**src/rtl/div_bcd_fmt.sv**
```systemverilog
// div_bcd_fmt: captures the signed divider's quotient and remainder on Div_Done
// and converts both to packed BCD by sequential shift-add-3 (double dabble).
// Quotient is converted as a magnitude, with the sign reported on Q_Neg.
module div_bcd_fmt #(
  parameter int W      = 8,
  parameter int DIGITS = 3
) (
  input  logic                  CLK,
  input  logic                  RSTn,
  input  logic                  Div_Done,
  input  logic [W-1:0]          Quotient,
  input  logic [W-1:0]          Reminder,
  output logic                  Busy,
  output logic                  Fmt_Done,
  output logic                  Q_Neg,
  output logic [4*DIGITS-1:0]   Q_BCD,
  output logic [4*DIGITS-1:0]   R_BCD
);

  localparam int BW = 4 * DIGITS;
  localparam int CW = $clog2(W);
  localparam logic [CW-1:0] LAST = CW'(W - 1);

  typedef enum logic {
    IDLE,
    SHIFT
  } state_t;

  state_t         state, state_nx;
  logic [CW-1:0]  cnt;
  logic [W-1:0]   q_mag, r_mag;
  logic [BW-1:0]  q_bcd, r_bcd;
  logic           neg_l;
  logic [W-1:0]   q_mag_nx, r_mag_nx;
  logic [BW-1:0]  q_bcd_nx, r_bcd_nx;

  // Add 3 to every BCD nibble that is 5 or more, ahead of the left shift.
  function automatic logic [BW-1:0] add3(input logic [BW-1:0] b);
    logic [BW-1:0] r;
    r = b;
    for (int unsigned d = 0; d < DIGITS; d++) begin
      if (r[4*d +: 4] >= 4'd5) r[4*d +: 4] = r[4*d +: 4] + 4'd3;
    end
    return r;
  endfunction

  // One double-dabble step for both operands: adjust, then shift {bcd,mag} left.
  // The BCD MSB shifted out is always zero for in-range operands, so it is dropped.
  always_comb begin
    q_bcd_nx = BW'({add3(q_bcd), q_mag[W-1]});
    r_bcd_nx = BW'({add3(r_bcd), r_mag[W-1]});
    q_mag_nx = {q_mag[W-2:0], 1'b0};
    r_mag_nx = {r_mag[W-2:0], 1'b0};
  end

  // State register.
  always_ff @(posedge CLK or negedge RSTn) begin
    if (!RSTn) state <= IDLE;
    else       state <= state_nx;
  end

  // Next-state logic: start on Div_Done, return to IDLE after W shift steps.
  always_comb begin
    state_nx = state;
    case (state)
      IDLE:    if (Div_Done) state_nx = SHIFT;
      SHIFT:   if (cnt == LAST) state_nx = IDLE;
      default: state_nx = IDLE;
    endcase
  end

  assign Busy = (state == SHIFT);

  // Capture, shift datapath and output registers.
  always_ff @(posedge CLK or negedge RSTn) begin
    if (!RSTn) begin
      cnt      <= '0;
      q_mag    <= '0;
      r_mag    <= '0;
      q_bcd    <= '0;
      r_bcd    <= '0;
      neg_l    <= 1'b0;
      Fmt_Done <= 1'b0;
      Q_Neg    <= 1'b0;
      Q_BCD    <= '0;
      R_BCD    <= '0;
    end else begin
      Fmt_Done <= 1'b0;
      case (state)
        IDLE: begin
          if (Div_Done) begin
            q_mag <= Quotient[W-1] ? (~Quotient + 1'b1) : Quotient;
            r_mag <= Reminder;
            neg_l <= Quotient[W-1];
            q_bcd <= '0;
            r_bcd <= '0;
            cnt   <= '0;
          end
        end
        SHIFT: begin
          q_bcd <= q_bcd_nx;
          r_bcd <= r_bcd_nx;
          q_mag <= q_mag_nx;
          r_mag <= r_mag_nx;
          cnt   <= cnt + 1'b1;
          if (cnt == LAST) begin
            Q_BCD    <= q_bcd_nx;
            R_BCD    <= r_bcd_nx;
            Q_Neg    <= neg_l;
            Fmt_Done <= 1'b1;
          end
        end
        default: ;
      endcase
    end
  end

endmodule

```
**config.mk**
```make
export PLATFORM = sky130hd
export DESIGN_NAME = div_bcd_fmt
export DESIGN_NICKNAME = d
export VERILOG_FILES = /design/src/rtl/div_bcd_fmt.sv
export SDC_FILE = /design/constraint.sdc
export NUM_CORES = 1
export LEC_CHECK = 0
export CORE_UTILIZATION = 57
export CTS_BUF_LIST = sky130_fd_sc_hd__clkbuf_2 sky130_fd_sc_hd__clkbuf_4 sky130_fd_sc_hd__clkbuf_8
export DETAILED_ROUTE_END_ITERATION = 8
export GPL_TIMING_DRIVEN = 1
export PLACE_DENSITY = 0.82
export SYNTH_ARGS = -nofsm -noshare
export SYNTH_HDL_FRONTEND = slang
export SYNTH_SLANG_ARGS = --single-unit
```
**constraint.sdc**
```tcl
create_clock -name CLK -period 2.3 [get_ports CLK]
set_clock_uncertainty 0.2 [all_clocks]
set_input_delay 0.46 -clock CLK [delete_from_list [all_inputs] [get_ports CLK]]
set_output_delay 0.46 -clock CLK [all_outputs]
set_load 0.03 [all_outputs]
```
==> impl_metrics.toml <==
[floorplanning]
core.rowCount = 27
design.core.area_um2 = 5640
start_util = 0.607
dieArea_um2 = 6330
ios = 46
die_w_um = 79.5
dieHeight_um = 79.5

[critical_path]
reg2regPathDepth = 5
crit_type = "reg -> out"
cpLargestDelayFamily = "buffers and inverters"
critPathMaxStageDelay_ns = 0.68
cp_max_fo = 2
required_ns = 1.64
worst_ep_arrival_time_ns = 1.39
rrSetupSlack_ns = 0.38
worstSetupEndpointType = "output pin"
worstReg2RegEnd = "Q_BCD[5]"
rr_startpoint = "cnt[0]"
crit_path_end = "Q_BCD[3]"
cp.depth = 1
crit_chain = "clkdlybuf4s50_1"
cp-start-kind = "register"
critical_path_buf_inv_count = 1
crit_start = "Q_BCD[3]"
cp_slowest_cell = "clkdlybuf4s50_1"

[route]
vias_per_cell = 5.55
drc = 0
dr.pass1.iters = 4
num_vias = 2509
ant_nets = 0
avgRoutedWirePerCell_um = 14.7
totalWireLength_mm = 6.66
first_iter_violations = 150

[cells_and_area]
syn_to_final_growth_pct = 25.3
antenna_cells = 0
drive_above_1_share = 0.118
layout_commonest_cell = "dfrtp_1"
layout_common_cells = "71 x dfrtp_1, 43 x clkdlybuf4s50_1, 36 x nand2_1"
nets = 409

[yosys]
synth_nets = 359
yosys_warnings = 0
syn_area_um2 = 3430
synthTopCellsByArea = "dfrtp_1 52%, ha_1 5.5%, mux2i_1 5.3%"
ys_seq_elements = 71
synth_top_area_share = 0.518
syn_inst = 325
synth-seq-area-share = 0.518
yosysTopAreaCell = "dfrtp_1"
synth.avg_cell_area_um2 = 10.5
yosysUniqueCellTypes = 34

[timing]
finalCritPeriodShare = 0.890
rsz0062_at_grt = "no"
hold_viol_final = 0
max_slew_margin = 0.658
clock.fmax_ghz = 0.489
drv_slew = 0
finalCriticalPeriod_ns = 2.05
final.setup.tns_ns = 0
max_slew.worst_pin.slew_ns = 0.513
finalSetupViolations = 0

[power]
power.total_mw = 6.30
ir_drop_uv = 859
power_density_nw_per_um2 = 1470
power_leakage_nw = 2.01

[clock_network]
cts_made_buffers = 9
clk_pin_slew_ns = 0.07
clock_latency_ns = 0.34
cts_root_buf = "clkbuf_8"
clockBufferDepth = 2
tritoncts = "done"
htree_levels = 3
cts.sinks = 71

[placed_design]
hpwlAfterDp_mm = 4.47
port_buffers = 45
place_congestion = 0.796

[hold_path]
holdPathStages = 2
min-delay-path-class = "reg -> reg"

[flow_run]
drv_cap = 0

[global_routing]
antenna_found_initial = 0
grt.overflow.total = 0
grtUsageTotal = 0.238
grt_pass1_vias = 2473
grt_max_degree = 72
grt_pass1_wl_mm = 11.4

[run_status]
status = "complete, no violations"
==> flip-flops by register name, indices dropped and copies added, names as in the netlist <==
signal    cells
q_mag         8
Q_Neg         1
Fmt_Done      1
q_bcd        12
cnt           3
neg_l         1
R_BCD        12
Busy          1
r_mag         8
r_bcd        12
Q_BCD        12
==> cell usage after synthesis <==
cell type and n:
nor3b_1 10, ha_1 15, nor4_1 1, o21ai_2 1, mux2_2 15, o21ai_0 29
nor3_1 5, a21o_1 11, nand3_1 3, nor2_1 4, nor4b_1 1, buf_1 1
buf_2 3, o22ai_1 11, mux2i_1 18, clkinv_1 1, o211ai_1 1, inv_1 17
a21boi_0 2, o31ai_1 3, clkbuf_1 13, xnor2_1 8, a21oi_1 19, nand2b_1 7
a211o_1 1, dfrtp_1 71, or4_4 1, a22o_1 2, xor2_1 1, or3_1 2
a211oi_1 1, nand2_1 36, a221o_1 1, and3_1 10
==> worst min-delay path by stage <==
stage,slack [ns],end,start
after floorplan,-0.04,Busy,RSTn
after global placement,0.26,Q_BCD[8],Q_BCD[8]
after detailed placement,0.27,Q_BCD[8],Q_BCD[8]
after CTS,0.28,Q_BCD[8],Q_BCD[8]
after global routing,0.30,Q_BCD[8],Q_BCD[8]
final,0.28,Q_BCD[8],Q_BCD[8]
==> final cells by class <==
cell class	instances	area, um^2
Sequential cell	71	1780
Multi-Input combinational cell	219	1520
Fill cell	402	1350
Timing Repair Buffer	56	553
Clock inverter	6	155
Clock buffer	10	138
Tap cell	72	90.1
Inverter	18	67.6
==> cell families after synthesis <==
| family | Yosys count | synth area share |
|---|---|---|
| adder cells (fa/ha/maj) | 15 | 0.0548 |
| flip-flops | 71 | 0.518 |
| AND/OR/NAND/NOR | 80 | 0.120 |
| buffers and inverters | 35 | 0.0394 |
| XOR/XNOR | 9 | 0.0230 |
| AO/OA/AOI/OAI | 82 | 0.143 |
| multiplexers | 33 | 0.102 |
==> stage by stage <==
step	utilization	cell area, um^2	hold slack [ns]	setup WS, ns	instances
after global placement	0.708	3990	0.260	0.0456	435
after CTS	0.761	4300	0.284	0.242	452
after detailed placement	0.708	3990	0.269	0.0324	435
after floorplan	-	3430	-0.0356	0.462	325
final	0.761	4300	0.283	0.253	452
after global routing	0.761	4300	0.302	0.203	452
==> metal layers <==
| metal | up-vias | GRT usage | wire, um |
|---|---|---|---|
| met5 | - | 0 | 0 |
| met4 | 0 | 0.0727 | 68 |
| met3 | 7 | 0.0560 | 227 |
| met2 | 55 | 0.391 | 3370 |
| met1 | 1207 | 0.313 | 2990 |
| li1 | 1240 | - | - |
==> timing repair <==
action,4_1_cts,5_1_grt
setup buffers,0,0
gates resized for setup,0,0
hold endpoints to repair,71,0
hold buffers,1,0
==> power breakdown <==
part           switching [mW]  total [mW]  leakage [nW]  internal, mW
logic                    1.46        2.70         0.969          1.23
clock network           0.450        1.42         0.146         0.968
registers               0.385        2.18         0.896          1.80
(Power assumes the default switching activity.)
